===== config.mk =====
export PLATFORM = sky130hd
export DESIGN_NAME = int_sequencer
export DESIGN_NICKNAME = d
export VERILOG_FILES = /design/src/rtl/int_sequencer.sv
export SDC_FILE = /design/constraint.sdc
export NUM_CORES = 1
export LEC_CHECK = 0
export BUFFER_PORTS_ARGS = -buffer_cell sky130_fd_sc_hd__clkbuf_2
export CAP_MARGIN = 10
export CORE_MARGIN = 3
export CORE_UTILIZATION = 48
export CTS_CLUSTER_DIAMETER = 150
export CTS_CLUSTER_SIZE = 40
export DETAILED_ROUTE_END_ITERATION = 8
export PLACE_DENSITY = 0.82
export SLEW_MARGIN = 20
export SYNTH_ARGS = -nofsm -noshare
export SYNTH_HDL_FRONTEND = slang
export SYNTH_SLANG_ARGS = --single-unit

===== constraint.sdc =====
create_clock -name clk -period 3.2 [get_ports clk]
set_clock_uncertainty 0.1 [all_clocks]
set_input_delay 0.16 -clock clk [delete_from_list [all_inputs] [get_ports clk]]
set_output_delay 0.16 -clock clk [all_outputs]
set_load 0.005 [all_outputs]

===== src/rtl/int_sequencer.sv =====
// Interrupt sequencer: synchronizes/edge-detects irq_in, drains fetch/decode, injects one vector cycle, tracks the handler until RETI.
// Optional overrun counter enabled by defining INT_SEQ_OVERRUN_CNT_EN.
module int_sequencer #(
  parameter logic [9:0] VECTOR       = 10'h3FF,
  parameter int         SYNC_STAGES  = 2,
  parameter int         DRAIN_CYCLES = 2
) (
  input  logic       clk,
  input  logic       rst,
  input  logic       irq_in,
  input  logic       i_flag,
  input  logic       branch_busy,
  input  logic       mem_stall,
  input  logic       reti_ex,
  output logic       flush,
  output logic       fetch_hold,
  output logic       vector_sel,
  output logic [9:0] vector_addr,
  output logic       int_take,
  output logic       int_active,
  output logic       pending,
  output logic [7:0] overrun_cnt
);

  typedef enum logic [1:0] {
    ST_IDLE    = 2'd0,
    ST_DRAIN   = 2'd1,
    ST_VECTOR  = 2'd2,
    ST_SERVICE = 2'd3
  } state_t;

  localparam logic [3:0] DRAIN_LAST = 4'(DRAIN_CYCLES - 1);

  state_t                 state_reg, state_next;
  logic [3:0]             drain_cnt_reg, drain_cnt_next;
  logic                   pending_reg, pending_next;
  logic [SYNC_STAGES-1:0] sync_reg;
  logic                   prev_reg;
  logic                   irq_edge;

  // Synchronizer chain; stage 0 samples the asynchronous pin.
  genvar gi;
  generate
    for (gi = 0; gi < SYNC_STAGES; gi++) begin : g_sync
      if (gi == 0) begin : g_first
        always_ff @(posedge clk or posedge rst) begin
          if (rst) sync_reg[gi] <= 1'b0;
          else     sync_reg[gi] <= irq_in;
        end
      end else begin : g_rest
        always_ff @(posedge clk or posedge rst) begin
          if (rst) sync_reg[gi] <= 1'b0;
          else     sync_reg[gi] <= sync_reg[gi-1];
        end
      end
    end
  endgenerate

  always_ff @(posedge clk or posedge rst) begin
    if (rst) prev_reg <= 1'b0;
    else     prev_reg <= sync_reg[SYNC_STAGES-1];
  end

  assign irq_edge = sync_reg[SYNC_STAGES-1] & ~prev_reg;

  always_ff @(posedge clk or posedge rst) begin
    if (rst) begin
      state_reg     <= ST_IDLE;
      drain_cnt_reg <= 4'd0;
      pending_reg   <= 1'b0;
    end else begin
      state_reg     <= state_next;
      drain_cnt_reg <= drain_cnt_next;
      pending_reg   <= pending_next;
    end
  end

  always_comb begin
    state_next     = state_reg;
    drain_cnt_next = drain_cnt_reg;
    case (state_reg)
      ST_IDLE: begin
        drain_cnt_next = 4'd0;
        if (pending_reg && i_flag) state_next = ST_DRAIN;
      end
      ST_DRAIN: begin
        if (drain_cnt_reg != DRAIN_LAST) drain_cnt_next = drain_cnt_reg + 4'd1;
        if (drain_cnt_reg == DRAIN_LAST && !branch_busy && !mem_stall)
          state_next = ST_VECTOR;
      end
      ST_VECTOR:  state_next = ST_SERVICE;
      ST_SERVICE: if (reti_ex) state_next = ST_IDLE;
      default:    state_next = ST_IDLE;
    endcase
  end

  // A new edge wins over the clear issued by the vector cycle.
  always_comb begin
    pending_next = pending_reg;
    if (state_reg == ST_VECTOR) pending_next = 1'b0;
    if (irq_edge)               pending_next = 1'b1;
  end

  always_comb begin
    flush      = 1'b0;
    fetch_hold = 1'b0;
    vector_sel = 1'b0;
    int_take   = 1'b0;
    int_active = 1'b0;
    case (state_reg)
      ST_DRAIN: begin
        flush      = 1'b1;
        fetch_hold = 1'b1;
      end
      ST_VECTOR: begin
        flush      = 1'b1;
        vector_sel = 1'b1;
        int_take   = 1'b1;
      end
      ST_SERVICE: int_active = 1'b1;
      default: ;
    endcase
  end

  assign vector_addr = VECTOR;
  assign pending     = pending_reg;

`ifdef INT_SEQ_OVERRUN_CNT_EN
  logic [7:0] overrun_cnt_reg;

  always_ff @(posedge clk or posedge rst) begin
    if (rst)
      overrun_cnt_reg <= 8'h00;
    else if (irq_edge && pending_reg && overrun_cnt_reg != 8'hFF)
      overrun_cnt_reg <= overrun_cnt_reg + 8'd1;
  end

  assign overrun_cnt = overrun_cnt_reg;
`else
  assign overrun_cnt = 8'h00;
`endif

endmodule


==> flow_summary_export.csv, run 1 <==
group,metric,value,unit
pwr,ir_drop,469,µV
critical_path,timing.rr.start,"drain_cnt_reg[1]$_DFFE_PP0P_",
layout,final_util,59.7,%
timing,fmax,0.546,GHz
critical_path,cp_data_required_time,3250,ps
route,detailroute.via_count,415,
critical_path,crit_path_cell_trace,"inv_1, ha_1, or3b_4, o31ai_2, nand2_1, mux2_4",
pwr,power_density,826,mW/mm²
hold_path,holdCritPathClass,"primary input to register",
critical_path,setup.worst_path.start_class,"register",
placement,buffer_ports.inserted,12,
clock_network,root_buffer,"sky130_fd_sc_hd__clkbuf_4",
die,start_util,55.4,%
die,core_area,0.00120,mm²
synthesis,synth.distinct_cells,19,
critical_path,r2r-end,"state_reg[1]$_DFFE_PP0P_",
hold_path,hold-path-cell-count,4,
clock_network,post_cts.repair.setup_buffers,0,
hold_path,worstHoldStart,"mem_stall",
critical_path,crit_slowest_cell,"sky130_fd_sc_hd__dfrtp_1",
die,die_width,43.2,µm
global_routing,antenna_found_initial,0,
clock_network,cts.path.max_buffers,2,
layout,diode_insertion_count_for_antenna_repair,0,
clock_network,clock_tree.htree_level_count,1,
global_routing,maximum_number_of_pins_on_one_net_before_global_route_repair,11,
clock_network,ctsResizeCount,0,
clock_network,cts_tree,"yes",
layout,fillCellCount,109,
synthesis,postSynth.topFlopCell,"sky130_fd_sc_hd__dfrtp_1",
timing,setup-tns-final,0,ps
route,post_drt_via_cell_ratio,4.32,
die,die-area,0.00187,mm²
critical_path,worst_ep_arrival_time,1880,ps
run_status,status,"finished clean",
synthesis,yosysWarnings,0,
timing,timing.final.setup_violations,0,
layout,register_area,250,µm²
route,drtPass1Iterations,2,
synthesis,syn_area_per_cell,9.93,µm²
global_routing,grt_use_total,11.0,%
hold_path,min_delay_worst_endpoint,"state_reg[0]$_DFFE_PP0P_",
route,antenna_left,0,
clock_network,worst_setup_hold_path_clk_slew,70,ps
critical_path,critical_path.max_stage_delay,400,ps
layout,post_route_cells_drive_above_1_share,23.2,%
route,wl_per_cell,10.1,µm
clock_network,cts.sink_count,10,
die,io-pin-count,31,
global_routing,first_pass_grt_wire_length,1540,µm
placement,globalplace.congestion,0.780,
placement,dp.final_hpwl,808,µm
job,max_cap_viol_count,0,
synthesis,ys_ff_latch,10,
timing,timing.final.crit_period,1830,ps
route,drt_iter0_drc,1,
synthesis,asyncSetResetFlopFracSynth,100,%
route,drc,0,
layout,largest_register_ffs,4,
timing,grt_setup_unrepaired,"no",
synthesis,synth-edff-count,0,
pwr,cellLeakagePower,0.403,nW
layout,final_net_count,97,
clock_network,total_cts_buffers,3,
layout,multi_input_comb_area,310,µm²
global_routing,grt.overflow.total,0,
timing,period_share,57.2,%
die,fp.dieH,43.2,µm
synthesis,synth-seq-area-share,37.6,%
timing,hold_viol,0,
layout,syn_to_layout_area_delta,7.71,%
global_routing,vias_in_the_first_global_route,392,
synthesis,syn-cell-area,666,µm²
critical_path,r2r.worst_path.cells,6,
critical_path,crit_fanout,3,
die,floorplan.rows,12,
critical_path,crit_path_end_kind,"register",
route,postRouteWirelength,970,µm
critical_path,ff2ff_setup_slack,1370,ps
synthesis,post_synth_inst_count,67,
clock_network,clkLatencyLatePin,260,ps
timing,drv_slew,0,
critical_path,crit_type,"register to register",
[stage by stage]
step                hold WS [ps]  cells  setup WS, ps  cell area [µm²]  power (mW)
global route                 199     96          1290              717       0.640
CTS                          187     96          1360              717       0.597
detailed placement          37.9     90          1370              661       0.480
finish                       194     96          1370              717       0.592
floorplan                  -99.8     83          1430              726       0.417
global placement            28.0     90          1410              661       0.467
[final cells by class]
| class | instances | share of cell area, % |
|---|---|---|
| timing repair buffer | 14 | 11.2 |
| multi-input combinational | 48 | 43.3 |
| tap | 14 | 2.44 |
| sequential | 10 | 34.9 |
| clock buffer | 4 | 5.06 |
| inverter | 6 | 3.14 |
[critical path: cells and delay by family, from the launching register on]
family,cells,cell delay [ps]
simple gates,2,510
flops,1,400
mux,1,300
compound gates,1,180
fa+ha+maj,1,150
buf+inv,1,80
[kinds of logic (layout without fill, tap and decap cells)]
group                    Yosys count  count (layout)  synth area share, %
other                              2              18                 1.13
flip-flops                        10              10                 37.6
multiplexers                       3               3                 5.26
XOR/XNOR                           1               1                 1.32
buffers and inverters             25              24                 24.8
AND/OR/NAND/NOR                   11              11                 8.46
AO/OA/AOI/OAI                      8               8                 8.27
adder cells (fa/ha/maj)            7               7                 13.2
[layer usage]
| layer | global-route usage [%] | up-vias | part of all wire (%) |
|---|---|---|---|
| li1 | - | 207 | - |
| met1 | 12.4 | 188 | 43 |
| met2 | 18.9 | 20 | 48 |
| met3 | 3.81 | 0 | 9.0 |
| met4 | 3.61 | 0 | 0 |
| met5 | 0 | - | 0 |
[worst max path at each step]
stage                                 startpoint                  endpoint  slack (ps)  depth (start not counted)
floorplan           drain_cnt_reg[1]$_DFFE_PP0P_  state_reg[1]$_DFFE_PP0P_        1430                          6
global placement    drain_cnt_reg[1]$_DFFE_PP0P_  state_reg[1]$_DFFE_PP0P_        1410                          6
detailed placement  drain_cnt_reg[1]$_DFFE_PP0P_  state_reg[1]$_DFFE_PP0P_        1370                          6
CTS                 drain_cnt_reg[1]$_DFFE_PP0P_  state_reg[1]$_DFFE_PP0P_        1360                          6
global route        drain_cnt_reg[1]$_DFFE_PP0P_  state_reg[1]$_DFFE_PP0P_        1290                          6
finish              drain_cnt_reg[1]$_DFFE_PP0P_  state_reg[1]$_DFFE_PP0P_        1370                          6
[synthesized netlist by cell type (2+ instances only)]
cell type | number | area [µm²]
sky130_fd_sc_hd__conb_1 | 2 | 7.51
sky130_fd_sc_hd__buf_4 | 19 | 143
sky130_fd_sc_hd__dfrtp_1 | 10 | 250
sky130_fd_sc_hd__nor2b_1 | 2 | 12.5
sky130_fd_sc_hd__nor2_1 | 3 | 11.3
sky130_fd_sc_hd__inv_1 | 6 | 22.5
sky130_fd_sc_hd__o21ai_0 | 2 | 10.0
sky130_fd_sc_hd__mux2i_1 | 2 | 20.0
sky130_fd_sc_hd__ha_1 | 7 | 87.6
sky130_fd_sc_hd__nand2_1 | 3 | 11.3
sky130_fd_sc_hd__nand3_1 | 2 | 10.0
sky130_fd_sc_hd__o22ai_1 | 2 | 12.5
[what timing repair did]
action | CTS | global route
setup endpoints to repair | 0 | 0
hold buffers | 2 | 0
hold endpoints to repair | 11 | 0
[report_power, final]
group / leakage [nW] / switching, mW / internal, mW
Combinational: 0.258 / 0.145 / 0.140
Clock: 0.0210 / 0.0457 / 0.0690
Sequential: 0.124 / 0.0310 / 0.162
Total: 0.403 / 0.222 / 0.371
[layout by cell type (no fill, tap or decap), types with 3 or more instances in the layout]
cell,netlist,layout
sky130_fd_sc_hd__clkbuf_2,0,12
sky130_fd_sc_hd__nor2_1,3,3
sky130_fd_sc_hd__dfrtp_1,10,10
sky130_fd_sc_hd__ha_1,7,7
sky130_fd_sc_hd__clkbuf_4,0,3
sky130_fd_sc_hd__conb_1,2,18
sky130_fd_sc_hd__inv_1,6,6
sky130_fd_sc_hd__nand2_1,3,3
(Power assumes the default switching activity.)
==> run 2: changes to the inputs <==
CORE_UTILIZATION = 44   (was 48)
PLACE_DENSITY = 0.76   (was 0.82)
clock period = 1.9 ns   (was 3.2 ns; I/O delays follow)
==> flow_summary_export.csv, run 2 (synthesis results as in run 1) <==
group,metric,value,unit
global_routing,vias_in_the_first_global_route,391,
global_routing,maximum_number_of_pins_on_one_net_before_global_route_repair,11,
layout,most_frequent_cells_in_the_layout,"18 x sky130_fd_sc_hd__conb_1, 12 x sky130_fd_sc_hd__clkbuf_2, 10 x sky130_fd_sc_hd__dfrtp_1",
job,max_cap_viol_count,0,
placement,dp.final_hpwl,844,µm
hold_path,holdCritPathClass,"primary input to register",
critical_path,crit_path_cell_trace,"inv_2, ha_1, or3b_4, o31ai_2, nand2_1, mux2_4",
critical_path,critical_path.n_buffers_inverters,1,
global_routing,first_pass_grt_wire_length,1570,µm
route,drt_iter0_drc,2,
clock_network,cts_tree,"yes",
layout,register_area,250,µm²
critical_path,r2r.worst_path.cells,6,
route,wl_per_cell,10.5,µm
critical_path,crit_path_end_kind,"register",
critical_path,crit_type,"register to register",
die,floorplan.rows,13,
timing,fmax,0.546,GHz
critical_path,path_depth,6,
layout,multi_input_comb_area,310,µm²
timing,timing.final.crit_period,1830,ps
die,die-area,0.00202,mm²
timing,holdWs,127,ps
run_status,status,"finished clean",
pwr,power_density,1340,mW/mm²
die,io-pin-count,31,
critical_path,timing.critical_path.max_delay_family,"simple AND/OR/NAND/NOR gates",
route,post_drt_via_cell_ratio,4.46,
global_routing,grt_use_total,11.3,%
timing,grt_setup_unrepaired,"yes",
clock_network,cts.sink_count,10,
layout,final_net_count,97,
layout,fillCellCount,135,
clock_network,clock_tree.htree_level_count,1,
critical_path,crit_fanout,3,
die,fp.dieH,44.9,µm
timing,timing.final.setup_violations,0,
critical_path,cp_data_required_time,1950,ps
route,antenna_left,0,
die,core_area,0.00137,mm²
clock_network,worst_setup_hold_path_clk_slew,60,ps
layout,final_util,51.6,%
critical_path,crit_slowest_cell,"sky130_fd_sc_hd__dfrtp_1",
hold_path,hold-path-cell-count,4,
die,start_util,48.7,%
critical_path,setup.worst_path.start_class,"register",
route,drtPass1Iterations,4,
timing,hold_viol,0,
global_routing,antenna_found_initial,0,
clock_network,cts.path.max_buffers,2,
critical_path,worst_ep_arrival_time,1880,ps
clock_network,total_cts_buffers,3,
pwr,cellLeakagePower,0.395,nW
layout,post_route_cells_drive_above_1_share,23.5,%
die,die_width,44.9,µm
route,detailroute.via_count,428,
route,postRouteWirelength,1010,µm
clock_network,clkLatencyLatePin,260,ps
placement,buffer_ports.inserted,12,
timing,period_share,96.3,%
global_routing,grt.overflow.total,0,
placement,globalplace.congestion,0.719,
layout,diode_insertion_count_for_antenna_repair,0,
critical_path,critical_path.max_stage_delay,400,ps
layout,syn_to_layout_area_delta,5.83,%
timing,drv_slew,0,
route,drc,0,
pwr,ir_drop,443,µV
layout,final_common_cell,"sky130_fd_sc_hd__conb_1",
clock_network,root_buffer,"sky130_fd_sc_hd__clkbuf_4",
layout,largest_register_ffs,4,
[run 2: cell count changes in the layout (fill, tap and decap cells not counted)]
cell                       change
sky130_fd_sc_hd__clkbuf_8      -1
sky130_fd_sc_hd__inv_1         -1
sky130_fd_sc_hd__inv_2         +1
[run 2: worst reg2reg max path, delay by kind of cell, from the launching register on]
family	cells	cell delay, ps
buffers and inverters	1	60
AND/OR/NAND/NOR	2	520
AO/OA/AOI/OAI	1	170
multiplexers	1	310
flip-flops	1	400
adder cells (fa/ha/maj)	1	150
[run 2: final timing paths]
| check | startpoint | endpoint | slack (ps) |
|---|---|---|---|
| setup / recovery | drain_cnt_reg[1]$_DFFE_PP0P_ | state_reg[1]$_DFFE_PP0P_ | 70 |
| hold / removal | mem_stall | state_reg[0]$_DFFE_PP0P_ | 130 |
| setup reg to reg | drain_cnt_reg[1]$_DFFE_PP0P_ | state_reg[1]$_DFFE_PP0P_ | 70 |
| hold reg to reg | sync_reg[0]$_DFF_PP0_ | sync_reg[1]$_DFF_PP0_ | 250 |
| max in group asynchronous | rst | drain_cnt_reg[1]$_DFFE_PP0P_ | 1210 |
| min in group asynchronous | rst | state_reg[1]$_DFFE_PP0P_ | 230 |
[run 2: through the flow]
step | TNS [ps] | total power, mW | cells | setup WS (ps) | area [µm²]
global route | -15.2 | 1.03 | 96 | -15.2 | 704
finish | 0 | 0.941 | 96 | 69.6 | 704
detailed placement | 0 | 0.812 | 91 | 57.4 | 662
global placement | 0 | 0.789 | 91 | 107 | 662
CTS | 0 | 0.956 | 96 | 55.0 | 704
floorplan | 0 | 0.703 | 83 | 134 | 726
[run 2: timing repair]
action | in CTS | in global routing
resized for setup | 0 | 1
endpoints found under the hold margin | 11 | 0
setup buffers | 0 | 0
hold buffers | 2 | 0
endpoints found under the setup margin | 0 | 1
[run 2: final cells by class]
class	count	area share (%)
multi-input cells	48	44.0
flip-flops and latches	10	35.5
repair buffers	14	11.4
clock buffers	3	3.20
inverters	6	3.20
well taps	15	2.66
[run 2: report_power, final]
part | switching (mW) | internal, mW
logic | 0.241 | 0.236
clock network | 0.0636 | 0.0727
registers | 0.0559 | 0.273
[run 2: layer usage]
layer / up-vias / wire length [µm] / GRT usage (%)
met5: - / 0 / 0
li1: 206 / - / -
met3: 4 / 109 / 5.98
met1: 193 / 357 / 10.7
met4: 0 / 22 / 7.02
met2: 25 / 522 / 18.9
==> run 3: changes to the inputs <==
==> constraint.sdc (replaced) <==
create_clock -name clk -period 2.1 [get_ports clk]
set_clock_uncertainty 0.1 [all_clocks]
set_input_delay 0.105 -clock clk [delete_from_list [all_inputs] [get_ports clk]]
set_output_delay 0.105 -clock clk [all_outputs]
set_load 0.02 [all_outputs]
==> flow_summary_export.csv, run 3 (synthesis results as in run 1) <==
group,metric,value,unit
global_routing,maximum_number_of_pins_on_one_net_before_global_route_repair,11,
die,io-pin-count,31,
layout,post_route_cells_drive_above_1_share,22.2,%
critical_path,crit_type,"register to register",
route,post_drt_via_cell_ratio,4.42,
clock_network,cts.path.max_buffers,2,
pwr,cellLeakagePower,0.396,nW
pwr,power.share.clock,12.8,%
pwr,finalPower,0.953,mW
timing,timing.final.crit_period,1850,ps
clock_network,root_buffer,"sky130_fd_sc_hd__clkbuf_4",
timing,fmax,0.541,GHz
pwr,power_density,1350,mW/mm²
timing,timing.final.setup_violations,0,
clock_network,total_cts_buffers,3,
route,wl_per_cell,10.7,µm
layout,final_net_count,97,
route,drtPass1Iterations,4,
hold_path,holdCritPathClass,"primary input to register",
layout,most_frequent_cells_in_the_layout,"18 x sky130_fd_sc_hd__conb_1, 12 x sky130_fd_sc_hd__clkbuf_2, 10 x sky130_fd_sc_hd__dfrtp_1",
pwr,cellInternalPower,0.527,mW
pwr,power.net_switching,0.427,mW
route,postRouteWirelength,1030,µm
critical_path,crit_path_end_kind,"register",
pwr,part_of_the_power_in_combinational_logic,56.0,%
die,floorplan.rows,13,
global_routing,grt.overflow.total,0,
route,antenna_left,0,
job,max_cap_viol_count,0,
clock_network,clkLatencyLatePin,260,ps
timing,hold_viol,0,
run_status,status,"finished clean",
timing,period_share,88.0,%
clock_network,clock_tree.htree_level_count,1,
pwr,p_sw_share,44.8,%
layout,stdcell_area,704,µm²
clock_network,cts_tree,"yes",
clock_network,cts.sink_count,10,
global_routing,first_pass_grt_wire_length,1570,µm
route,detailroute.via_count,424,
layout,largest_register_ffs,4,
clock_network,worst_setup_hold_path_clk_slew,60,ps
die,core_area,0.00137,mm²
pwr,ir_drop,451,µV
critical_path,cp_data_required_time,2150,ps
placement,place_area,662,µm²
timing,setup-tns-final,0,ps
layout,diode_insertion_count_for_antenna_repair,0,
timing,drv_slew,0,
route,drt_iter0_drc,5,
placement,globalplace.congestion,0.719,
route,drc,0,
die,die_width,44.9,µm
timing,grt_setup_unrepaired,"no",
global_routing,vias_in_the_first_global_route,391,
die,fp.dieH,44.9,µm
critical_path,crit_fanout,3,
critical_path,setup.worst_path.start_class,"register",
layout,syn_to_layout_area_delta,5.83,%
global_routing,grt_use_total,11.3,%
global_routing,antenna_found_initial,0,
die,die-area,0.00202,mm²
placement,dp.final_hpwl,844,µm
pwr,seq_power_share,31.2,%
die,start_util,48.7,%
placement,buffer_ports.inserted,12,
layout,final_common_cell,"sky130_fd_sc_hd__conb_1",
critical_path,worst_ep_arrival_time,1900,ps
clock_network,ctsResizeCount,0,
-- run 3: cell counts in the layout (fill, tap and decap cells not counted) --
Identical to the previous run, type by type.
-- run 3: routing by layer --
metal / global-route usage [%] / wire length [µm] / vias up
met5: 0 / 0 / -
met4: 7.02 / 16 / 0
met3: 5.98 / 109 / 2
met2: 18.9 / 526 / 27
met1: 10.7 / 372 / 189
li1: - / - / 206
-- run 3: worst paths after layout --
| check | from | cells past startpoint | slack [ps] | to |
|---|---|---|---|---|
| worst min-delay path | mem_stall | 4 | 140 | state_reg[0]$_DFFE_PP0P_ |
| max in group asynchronous | rst | 3 | 1380 | drain_cnt_reg[1]$_DFFE_PP0P_ |
| worst min register to register | sync_reg[0]$_DFF_PP0_ | 0 | 250 | sync_reg[1]$_DFF_PP0_ |
| worst max-delay path | drain_cnt_reg[1]$_DFFE_PP0P_ | 6 | 250 | state_reg[1]$_DFFE_PP0P_ |
| min in group asynchronous | rst | 3 | 250 | state_reg[1]$_DFFE_PP0P_ |
| worst max register to register | drain_cnt_reg[1]$_DFFE_PP0P_ | 6 | 250 | state_reg[1]$_DFFE_PP0P_ |
-- run 3: metrics by stage --
stage / utilization [%] / std cells / hold slack, ps / setup WS (ps)
floorplan: - / 83 / -155 / 334
global route: 51.6 / 96 / 160 / 159
detailed placement: 48.4 / 91 / -28.9 / 257
finish: 51.6 / 96 / 144 / 251
global placement: 48.4 / 91 / -29.9 / 307
CTS: 51.6 / 96 / 135 / 255
-- run 3: power by group through the flow --
stage	Clock (mW)	Combinational [mW]	Sequential, mW
6_report	0.122	0.533	0.297
5_1_grt	0.136	0.591	0.306
4_1_cts	0.130	0.540	0.297
3_5_place_dp	0	0.537	0.300
3_3_place_gp	0	0.521	0.295
2_1_floorplan	0	0.450	0.300
-- run 3: cell type report --
class / instances / area (µm²)
Fill cell: 135 / 662
Multi-Input combinational cell: 48 / 310
Sequential cell: 10 / 250
Timing Repair Buffer: 14 / 80.1
Clock buffer: 3 / 22.5
Inverter: 6 / 22.5
Tap cell: 15 / 18.8
-- run 3: critical path: stages (launching register included) --
cell	delay (ps)
sky130_fd_sc_hd__dfrtp_1	390
sky130_fd_sc_hd__inv_1	80
sky130_fd_sc_hd__ha_1	160
sky130_fd_sc_hd__or3b_4	390
sky130_fd_sc_hd__o31ai_2	180
sky130_fd_sc_hd__nand2_1	130
sky130_fd_sc_hd__mux2_4	310
-- run 3: repair_timing --
action	4_1_cts	5_1_grt
buffers inserted	0	0
hold buffers	2	0
hold endpoints to repair	11	0
